[config.mk]
export PLATFORM = sky130hd
export DESIGN_NAME = bus_arbiter_flat
export DESIGN_NICKNAME = d
export VERILOG_FILES = /design/src/rtl/bus_pkg.sv /design/src/rtl/bus_arbiter_if.sv /design/src/rtl/bus_arbiter_rr_pick.sv /design/src/rtl/bus_arbiter.sv /design/src/flat_wrapper.sv
export SDC_FILE = /design/constraint.sdc
export NUM_CORES = 1
export LEC_CHECK = 0
export CAP_MARGIN = 20
export CORE_UTILIZATION = 40
export DETAILED_ROUTE_END_ITERATION = 12
export PLACE_DENSITY = 0.71
export SYNTH_ARGS = -nofsm -noshare
export SYNTH_HDL_FRONTEND = slang
export SYNTH_SLANG_ARGS = --single-unit
[constraint.sdc]
create_clock -name clk -period 2.26 [get_ports clk]
set_input_delay 0.452 -clock clk [delete_from_list [all_inputs] [get_ports clk]]
set_output_delay 0.452 -clock clk [all_outputs]
set_load 0.02 [all_outputs]
[src/rtl/bus_pkg.sv]
// Shared definitions for the CPU bus arbiter: source-select codes, widths and FSM states.
// The code values follow the 32:1 bus mux encoding.
package bus_pkg;

    localparam int unsigned BUS_SEL_W   = 5;
    localparam int unsigned BUS_MAX_SEL = 24;

    typedef logic [BUS_SEL_W-1:0] bus_sel_t;

    localparam bus_sel_t SEL_R0     = 5'd0;
    localparam bus_sel_t SEL_R1     = 5'd1;
    localparam bus_sel_t SEL_R2     = 5'd2;
    localparam bus_sel_t SEL_R3     = 5'd3;
    localparam bus_sel_t SEL_R4     = 5'd4;
    localparam bus_sel_t SEL_R5     = 5'd5;
    localparam bus_sel_t SEL_R6     = 5'd6;
    localparam bus_sel_t SEL_R7     = 5'd7;
    localparam bus_sel_t SEL_R8     = 5'd8;
    localparam bus_sel_t SEL_R9     = 5'd9;
    localparam bus_sel_t SEL_R10    = 5'd10;
    localparam bus_sel_t SEL_R11    = 5'd11;
    localparam bus_sel_t SEL_R12    = 5'd12;
    localparam bus_sel_t SEL_R13    = 5'd13;
    localparam bus_sel_t SEL_R14    = 5'd14;
    localparam bus_sel_t SEL_R15    = 5'd15;
    localparam bus_sel_t SEL_HI     = 5'd16;
    localparam bus_sel_t SEL_LO     = 5'd17;
    localparam bus_sel_t SEL_ZHI    = 5'd18;
    localparam bus_sel_t SEL_ZLO    = 5'd19;
    localparam bus_sel_t SEL_PC     = 5'd20;
    localparam bus_sel_t SEL_MDR    = 5'd21;
    localparam bus_sel_t SEL_INPORT = 5'd22;
    localparam bus_sel_t SEL_CSIGN  = 5'd24;

    typedef enum logic [0:0] {
        IDLE = 1'b0,
        OWN  = 1'b1
    } state_e;

endpackage

[src/rtl/bus_arbiter_if.sv]
// Request/grant bundle between the bus requesters and the arbiter.
// master = requester side, slave = arbiter side.
interface bus_arbiter_if #(
    parameter int unsigned NREQ     = 4,
    parameter int unsigned SEL_W    = 5,
    parameter int unsigned MAX_HOLD = 8
);
    localparam int unsigned HC_W = $clog2(MAX_HOLD + 1);

    logic [NREQ-1:0]       req;
    logic [NREQ-1:0]       lock;
    logic [NREQ*SEL_W-1:0] src_sel;
    logic [NREQ-1:0]       grant;
    logic [SEL_W-1:0]      bus_select;
    logic                  bus_valid;
    logic                  sel_error;
    logic [HC_W-1:0]       hold_cnt;

    modport master (
        output req,
        output lock,
        output src_sel,
        input  grant,
        input  bus_select,
        input  bus_valid,
        input  sel_error,
        input  hold_cnt
    );

    modport slave (
        input  req,
        input  lock,
        input  src_sel,
        output grant,
        output bus_select,
        output bus_valid,
        output sel_error,
        output hold_cnt
    );

endinterface

[src/rtl/bus_arbiter_rr_pick.sv]
// Combinational rotating priority encoder: first set bit of req_i at or after rr_ptr_i,
// wrapping modulo NREQ.
module rr_pick #(
    parameter int unsigned NREQ = 4,
    localparam int unsigned PTR_W = $clog2(NREQ)
) (
    input  logic [NREQ-1:0]  req_i,
    input  logic [PTR_W-1:0] rr_ptr_i,
    output logic [PTR_W-1:0] winner_o,
    output logic             found_o
);

    int unsigned      pos;
    logic [PTR_W-1:0] idx;

    always_comb begin
        found_o  = 1'b0;
        winner_o = '0;
        pos      = 0;
        idx      = '0;
        for (int unsigned k = 0; k < NREQ; k++) begin
            pos = 32'(rr_ptr_i) + k;
            if (pos >= NREQ) begin
                pos = pos - NREQ;
            end
            idx = PTR_W'(pos);
            if (!found_o && req_i[idx]) begin
                found_o  = 1'b1;
                winner_o = idx;
            end
        end
    end

endmodule

[src/rtl/bus_arbiter.sv]
// Registered round-robin arbiter for the shared CPU bus, with locked ownership,
// a hold watchdog and a parked select whenever the bus is unowned or the code is illegal.
module bus_arbiter
    import bus_pkg::*;
#(
    parameter int unsigned NREQ     = 4,
    parameter int unsigned SEL_W    = BUS_SEL_W,
    parameter int unsigned PARK_SEL = 32'(SEL_R0),
    parameter int unsigned MAX_SEL  = BUS_MAX_SEL,
    parameter int unsigned MAX_HOLD = 8
) (
    input  logic          clk,
    input  logic          clr_n,
    bus_arbiter_if.slave  bus
);

    localparam int unsigned PTR_W = $clog2(NREQ);
    localparam int unsigned HC_W  = $clog2(MAX_HOLD + 1);

    state_e           state_q, state_d;
    logic [NREQ-1:0]  grant_q, grant_d;
    logic [PTR_W-1:0] owner_q, owner_d;
    logic [PTR_W-1:0] rr_ptr_q, rr_ptr_d;
    logic [SEL_W-1:0] sel_q, sel_d;
    logic             sel_err_q, sel_err_d;
    logic [HC_W-1:0]  hold_q, hold_d;

    logic [PTR_W-1:0] winner;
    logic             found;
    logic             keep;
    logic [SEL_W-1:0] code;
    logic [SEL_W-1:0] codes [NREQ];

    for (genvar g = 0; g < NREQ; g++) begin : g_codes
        assign codes[g] = bus.src_sel[g*SEL_W +: SEL_W];
    end

    rr_pick #(
        .NREQ (NREQ)
    ) u_rr_pick (
        .req_i    (bus.req),
        .rr_ptr_i (rr_ptr_q),
        .winner_o (winner),
        .found_o  (found)
    );

    // A locked owner keeps the bus until it drops req/lock or the watchdog expires.
    assign keep = (state_q == OWN) && bus.req[owner_q] && bus.lock[owner_q] &&
                  (hold_q < HC_W'(MAX_HOLD));

    always_comb begin
        state_d   = IDLE;
        grant_d   = '0;
        owner_d   = owner_q;
        rr_ptr_d  = rr_ptr_q;
        hold_d    = '0;
        sel_d     = SEL_W'(PARK_SEL);
        sel_err_d = 1'b0;
        code      = '0;

        if (keep) begin
            state_d = OWN;
            grant_d = grant_q;
            hold_d  = hold_q + HC_W'(1);
            code    = codes[owner_q];
        end else if (found) begin
            state_d  = OWN;
            grant_d  = NREQ'(1) << winner;
            owner_d  = winner;
            rr_ptr_d = (winner == PTR_W'(NREQ - 1)) ? '0 : winner + PTR_W'(1);
            hold_d   = HC_W'(1);
            code     = codes[winner];
        end

        // Out-of-range codes would hit the mux default; park instead and flag it.
        if (state_d == OWN) begin
            if (code > SEL_W'(MAX_SEL)) begin
                sel_err_d = 1'b1;
            end else begin
                sel_d = code;
            end
        end
    end

    always_ff @(posedge clk or negedge clr_n) begin
        if (!clr_n) begin
            state_q   <= IDLE;
            grant_q   <= '0;
            owner_q   <= '0;
            rr_ptr_q  <= '0;
            sel_q     <= SEL_W'(PARK_SEL);
            sel_err_q <= 1'b0;
            hold_q    <= '0;
        end else begin
            state_q   <= state_d;
            grant_q   <= grant_d;
            owner_q   <= owner_d;
            rr_ptr_q  <= rr_ptr_d;
            sel_q     <= sel_d;
            sel_err_q <= sel_err_d;
            hold_q    <= hold_d;
        end
    end

    assign bus.grant      = grant_q;
    assign bus.bus_select = sel_q;
    assign bus.bus_valid  = |grant_q;
    assign bus.sel_error  = sel_err_q;
    assign bus.hold_cnt   = hold_q;

endmodule

[src/flat_wrapper.sv]
// flat-port wrapper written by rule: the top's interface ports become plain ports
module bus_arbiter_flat import bus_pkg::*;
#(
    parameter int unsigned NREQ     = 4,
    parameter int unsigned SEL_W    = BUS_SEL_W,
    parameter int unsigned PARK_SEL = 32'(SEL_R0),
    parameter int unsigned MAX_SEL  = BUS_MAX_SEL,
    parameter int unsigned MAX_HOLD = 8
)
  (clk, clr_n, bus_req, bus_lock, bus_src_sel, bus_grant, bus_bus_select, bus_bus_valid, bus_sel_error, bus_hold_cnt);
  bus_arbiter_if #(.NREQ(NREQ), .SEL_W(SEL_W), .MAX_HOLD(MAX_HOLD)) bus_i ();
  input  logic clk;
  input  logic clr_n;
  input wire logic [$bits(bus_i.req)-1:0] bus_req;
  input wire logic [$bits(bus_i.lock)-1:0] bus_lock;
  input wire logic [$bits(bus_i.src_sel)-1:0] bus_src_sel;
  output wire logic [$bits(bus_i.grant)-1:0] bus_grant;
  output wire logic [$bits(bus_i.bus_select)-1:0] bus_bus_select;
  output wire logic [$bits(bus_i.bus_valid)-1:0] bus_bus_valid;
  output wire logic [$bits(bus_i.sel_error)-1:0] bus_sel_error;
  output wire logic [$bits(bus_i.hold_cnt)-1:0] bus_hold_cnt;
  assign bus_i.req = bus_req;
  assign bus_i.lock = bus_lock;
  assign bus_i.src_sel = bus_src_sel;
  assign bus_grant = bus_i.grant;
  assign bus_bus_select = bus_i.bus_select;
  assign bus_bus_valid = bus_i.bus_valid;
  assign bus_sel_error = bus_i.sel_error;
  assign bus_hold_cnt = bus_i.hold_cnt;
  bus_arbiter #(.NREQ(NREQ), .SEL_W(SEL_W), .PARK_SEL(PARK_SEL), .MAX_SEL(MAX_SEL), .MAX_HOLD(MAX_HOLD)) u_core (.clk(clk), .clr_n(clr_n), .bus(bus_i));
endmodule
# Word level (Yosys, flattened, before mapping)
# Index checks and enable logic that the tools add are counted.
totals:
  register_bits: 19
  inputBits: 30
  wordCells: 87
op_classes:
  addsub: 9
  order_cmp: 13
  eq_ne: 1
  n_shift: 1
  n_mux: 42
  bitwise: 3
  reduce_logical: 11
ops:
  columns: ["operator", "count"]
  rows:
  - ["5-bit two-way mux", 8]
  - ["5-bit binary-select mux with 2-bit select", 2]
  - ["2-bit two-way mux", 9]
  - ["3-bit >= comparator, second input constant", 5]
  - ["2-bit by 3-bit < comparator with 1-bit output, second input constant", 5]
  - ["1-bit two-way mux", 15]
  - ["1-bit binary-select mux with 2-bit select", 6]
  - ["4-bit two-way mux", 2]
  - ["2-bit by 1-bit subtractor with 2-bit output, second input constant", 4]
  - ["2-bit by 2-bit adder with 3-bit output, second input constant", 2]
  - ["1-bit logical AND", 6]
  - ["2-bit inverter with 3-bit output", 2]
  - ["5-bit greater-than comparator, second input constant", 1]
  - ["4-bit by 1-bit adder with 4-bit output, second input constant", 1]
  - ["4-bit < comparator, second input constant", 1]
  - ["4-bit OR reduction", 1]
  - ["1-bit by 2-bit << shifter with 4-bit output, first input constant", 1]
  - ["2-bit by 1-bit adder with 3-bit output, second input constant", 1]
  - ["2-bit by 3-bit >= comparator with 1-bit output, second input constant", 1]
  - ["1-bit logical NOT", 3]
  - ["2-bit by 1-bit adder with 2-bit output, second input constant", 1]
  - ["2-bit equality test, second input constant", 1]
  - ["2-bit AND reduction", 1]
  - ["1-bit inverter", 1]

# Longest topological paths before layout
logic_depth:
  word_depth: 23
  ltp_mapped: 8

# Hierarchy
# Synthesis repeated with hierarchy kept, for this count alone.
unflattened:
  cells_unflattened: 115
  area_unflattened_um2: 1322.5
modules_own_cells:
  columns: ["mod", "n_inst", "cells_per_inst", "area_each_um2"]
  rows:
  - ["bus_arbiter", 1, 100, 1244.9]
  - ["rr_pick", 1, 15, 77.6]

# Least setup slack after synthesis
# No wires, ideal clock.
synth_timing:
  path_kind: "input to register"
  from: "input bus_req[2]"
  to: "register u_core.sel_q[3], in the netlist u_core.bus.bus_select[3]"
  setup_ns: 0.094
  t_arrival_ns: 2.031
  required_ns: 2.166
  slack_ns: 0.136
  stages: 8
  n_path_buf: 1
  cell_sequence: "nor2b_1 > a21boi_1 > o32a_4 > buf_6 > mux2_4 > a22oi_2 > nor2_1 > a221oi_2"
synth_via:
  elab_chain_cells: 21
  word_cells_on_any_way: 38
  classes_between: "order compare (1); mux (27); bitwise (1); reduce/logical (9)"
synth_lines:
  columns: ["item", "line", "rtl"]
  rows:
  - ["start, declared", "flat_wrapper.sv:14", "input wire logic [$bits(bus_i.req)-1:0] bus_req;"]
  - ["1-bit binary-select mux with 2-bit select", "bus_arbiter_rr_pick.sv:27", "if (!found_o && req_i[idx]) begin"]
  - ["1-bit two-way mux (not written as such)", "bus_arbiter_rr_pick.sv:27", null]
  - ["1-bit two-way mux", "bus_arbiter_rr_pick.sv:27", null]
  - ["1-bit logical NOT", "bus_arbiter_rr_pick.sv:27", null]
  - ["1-bit logical AND", "bus_arbiter_rr_pick.sv:27", null]
  - ["1-bit two-way mux", "bus_arbiter_rr_pick.sv:27", null]
  - ["1-bit logical NOT", "bus_arbiter_rr_pick.sv:27", null]
  - ["1-bit logical AND", "bus_arbiter_rr_pick.sv:27", null]
  - ["[4 not listed]", null, null]
  - ["via u_core.u_rr_pick.winner_o[1]", "bus_arbiter_rr_pick.sv:9", "output logic [PTR_W-1:0] winner_o,"]
  - ["[1 not listed]", null, null]
  - ["5-bit binary-select mux with 2-bit select (*)", "bus_arbiter.sv:72", "code = codes[winner];"]
  - ["5-bit two-way mux (not written as such) (*) (2 in series)", "bus_arbiter.sv:72", null]
  - ["5-bit two-way mux (*)", "bus_arbiter.sv:66", "end else if (found) begin"]
  - ["5-bit two-way mux (*)", "bus_arbiter.sv:61", "if (keep) begin"]
  - ["5-bit greater-than comparator", "bus_arbiter.sv:77", "if (code > SEL_W'(MAX_SEL)) begin"]
  - ["5-bit two-way mux (*)", "bus_arbiter.sv:77", null]
  - ["5-bit two-way mux (*)", "bus_arbiter.sv:76", "if (state_d == OWN) begin"]
  - ["via u_core.sel_d[3]", "bus_arbiter.sv:24", "logic [SEL_W-1:0] sel_q, sel_d;"]
  - ["end signal, assigned", "bus_arbiter.sv:91", "sel_q <= SEL_W'(PARK_SEL);"]
  - ["end signal, assigned", "bus_arbiter.sv:99", "sel_q <= sel_d;"]
  - ["end, declared", "bus_arbiter.sv:24", null]
# The timed path passes the listed nets; every way through them passes the cells marked *. The select of a mux whose other input is x is not followed.
# A chain may end at the register's enable or synchronous reset.

# Worst setup path after layout
layout_timing:
  from: "input bus_req[0]"
  to: "register u_core.sel_err_q, in the netlist u_core.bus.sel_error"
layout_via:
  elab_chain_cells: 21
  word_cells_on_any_way: 38
  classes_between: "order compare (1); mux (27); bitwise (1); reduce/logical (9)"
layout_lines:
  columns: ["item", "line", "rtl"]
  rows:
  - ["1-bit binary-select mux with 2-bit select", "bus_arbiter_rr_pick.sv:27", null]
  - ["1-bit two-way mux (not written as such)", "bus_arbiter_rr_pick.sv:27", null]
  - ["1-bit two-way mux", "bus_arbiter_rr_pick.sv:27", null]
  - ["1-bit logical NOT", "bus_arbiter_rr_pick.sv:27", null]
  - ["1-bit logical AND", "bus_arbiter_rr_pick.sv:27", null]
  - ["1-bit two-way mux", "bus_arbiter_rr_pick.sv:27", null]
  - ["1-bit logical NOT", "bus_arbiter_rr_pick.sv:27", null]
  - ["1-bit logical AND", "bus_arbiter_rr_pick.sv:27", null]
  - ["[4 not listed]", null, null]
  - ["via u_core.u_rr_pick.winner_o[0]", "bus_arbiter_rr_pick.sv:9", null]
  - ["[1 not listed]", null, null]
  - ["5-bit binary-select mux with 2-bit select (*)", "bus_arbiter.sv:72", null]
  - ["5-bit two-way mux (not written as such) (*) (2 in series)", "bus_arbiter.sv:72", null]
  - ["5-bit two-way mux (*)", "bus_arbiter.sv:66", null]
  - ["5-bit two-way mux (*)", "bus_arbiter.sv:61", null]
  - ["5-bit greater-than comparator (*)", "bus_arbiter.sv:77", null]
  - ["1-bit two-way mux (*)", "bus_arbiter.sv:77", null]
  - ["1-bit two-way mux (*)", "bus_arbiter.sv:76", null]
  - ["via u_core.sel_err_d", "bus_arbiter.sv:25", "logic sel_err_q, sel_err_d;"]
  - ["end signal, assigned", "bus_arbiter.sv:100", "sel_err_q <= sel_err_d;"]
  - ["end, declared", "bus_arbiter.sv:25", null]
# Marked as above.

==> metrics.cfg <==
[outcome]
status = complete, no violations

[setup_path]
cp-start-kind = primary input
crit_required_ns = 2.46
critPathCaptureType = register
worst_ep_arrival_time_ns = 2.38
critPathKind = in -> reg
worst-path-max-fanout = 8

[floorplanning]
core-area_mm2 = 0.00313
num_rows = 20
die-area_mm2 = 0.00363
io_pins = 45
start_util = 0.434
fp.dieH_um = 60.2
die_w_um = 60.2

[synth]
synthCells = 130
synth_most_common_cell = nand2_1
ys.flop_type = dfrtp_1
synth_area_per_cell_um2 = 10.4
synth_area_mm2 = 0.00136
synth.ff_latch_count = 19
synthDistinctLibCells = 45
synthArstFlopShare = 1.00
ys_warn_count = 0
yosys.area.top_type = dfrtp_1
synth_edf_count = 0
synth_commonest_cells = 21 x nand2_1, 19 x dfrtp_1, 9 x mux2i_1, 7 x nand3_1, 7 x nor2_1
netlist.area_leader.share = 0.351
synth_area_leaders = dfrtp_1 35%, mux2i_1 6.6%, mux4_2 6.6%
yosysSeqAreaShare = 0.351
syn_nets = 165

[timing]
layout_min_cycle_time_ns = 2.18
setup_viol_count_final = 0
finalCritPeriodShare = 0.963
max_freq_mhz = 460
tightest_slew_ns = 0.462
relSlewSlack = 0.692
finClkSkew_ns = 0.00151
final-max-slew-violation-count = 0
finalHoldViolations = 0
holdWs_ns = 0.468

[clock_network]
clock-sinks = 19
clk_latency_ns = 0.30
cts_tree = done
cts_htree_levels = 1
cts_hold_buf = 0
root_buffer = clkbuf_4
cts_made_buffers = 3
clk_path_buf_depth = 2
cts.clk_slew.worst_paths_ns = 0.10

[route]
ant_nets = 0
drcViolationCount = 0
vias_per_cell = 5.40
drt-initial-drc-count = 42
drt-wirelength-per-cell_um = 15.3
totalWireLength_um = 3620
num_vias = 1274
dr.pass1.iters = 4

[layout]
antennaDiodeCount = 0
fill_cells = 275
multi_input_area_um2 = 867
syn_to_final_growth_pct = 48.3
final_cell_count_no_fill = 236
regArea_um2 = 475
drive_gt1_frac = 0.229
final_net_count = 228

[grt]
track_usage = 0.223
grt_start_max_net_pins = 20
grt-ovfl-total = 0
antenna_found_initial = 0
grt_pass1_vias = 1266
grt_first_pass_wirelength_um = 5800

[worst_hold_path]
hold_path_class = in -> async

[flow_run]
maxCapViolations = 0

[placed_design]
dp_hpwl_um = 2760
dp.cells = 229
numPortBuffers = 44
place.gp.congestion = 0.808

[power_and_ir_drop]
power_density_mw_per_mm2 = 1220
vdd_drop_max_uv = 682
leakage_nw = 0.872

## area by class of cell
type / instances / area share
Clock buffer: 4 / 0.0131
Timing Repair Buffer: 62 / 0.285
Sequential cell: 19 / 0.236
Tap cell: 44 / 0.0274
Inverter: 4 / 0.00746
Multi-Input combinational cell: 103 / 0.431
## worst max-delay path, cell delays in order
cell,delay [ns]
dlygate4sd2_1,0.31
and2b_1,0.23
or4_4,0.53
nand2_8,0.13
mux2i_1,0.12
or3_4,0.41
a22o_1,0.20
## stage by stage
stage	power (mW)	TNS (ns)	worst slack [ns]	util	instance area [µm²]
after global placement	2.16	-2.81	-0.395	0.613	1920
after floorplan	1.65	0	0.136	-	1360
after CTS	2.45	0	0.0110	0.640	2000
after global routing	2.65	-0.000187	-0.000187	0.643	2010
after detailed placement	2.20	-3.44	-0.458	0.613	1920
final	2.46	0	0.0840	0.643	2010
## sequential cells by signal, summed over array words and instances, names as in the netlist
name,count
u_core.rr_ptr_q,2
u_core.bus.bus_select,5
u_core.bus.hold_cnt,4
u_core.bus.sel_error,1
u_core.owner_q,2
u_core.bus.grant,4
u_core.state_q,1
## cell usage in the layout (no fill, tap or decap), drive strengths merged, types with 4 or more instances in the layout
master         instances
a21oi                  5
buf                   18
clkbuf                 4
clkdlybuf4s50         39
dfrtp                 19
dlygate4sd2            4
ha                     5
mux2i                  9
mux4                   5
nand2                 22
nand3                  7
nor2                   9
o21ai                  5
## power breakdown
group	leakage [nW]	switching, mW	total [mW]	internal (mW)
clock	0.0150	0.100	0.169	0.0689
combinational	0.621	0.789	1.65	0.861
sequential	0.236	0.158	0.637	0.479
## cells by family after synthesis
kind of cell               share of synthesized area
muxes                                          0.180
adders and majority gates                     0.0461
DFF                                            0.351
AOI/OAI and AO/OA                              0.162
and+or+nand+nor                                0.204
xor gates and xnor gates                     0.00646
buffers and inverters                         0.0507
## path summary, 6_finish.rpt
path,start,cells after the start,slack [ns],endpoint
max,bus_req[0],7,0.08,u_core.bus.sel_error$_DFF_PN0_
min,clr_n,2,0.47,u_core.bus.grant[0]$_DFFE_PN0P_
max reg2reg,u_core.rr_ptr_q[0]$_DFFE_PN0P_,6,0.14,u_core.bus.sel_error$_DFF_PN0_
min reg2reg,u_core.bus.grant[1]$_DFFE_PN0P_,2,0.50,u_core.bus.grant[1]$_DFFE_PN0P_
max in group asynchronous,clr_n,2,1.59,u_core.rr_ptr_q[1]$_DFFE_PN0P_
min in group clk,u_core.bus.grant[1]$_DFFE_PN0P_,2,0.50,u_core.bus.grant[1]$_DFFE_PN0P_
## layer usage
metal,track usage,part of all wire
met1,0.267,0.41
met2,0.389,0.51
met3,0.0519,0.054
met4,0.0731,0.019
met5,0,0
## repair_timing
item,CTS,global route
endpoints found under the setup margin,7,4
buffers inserted,1,1
gates resized for setup,12,1
cloned,1,0
pin swaps,4,3
No activity file was read; power rests on OpenSTA's default activity.
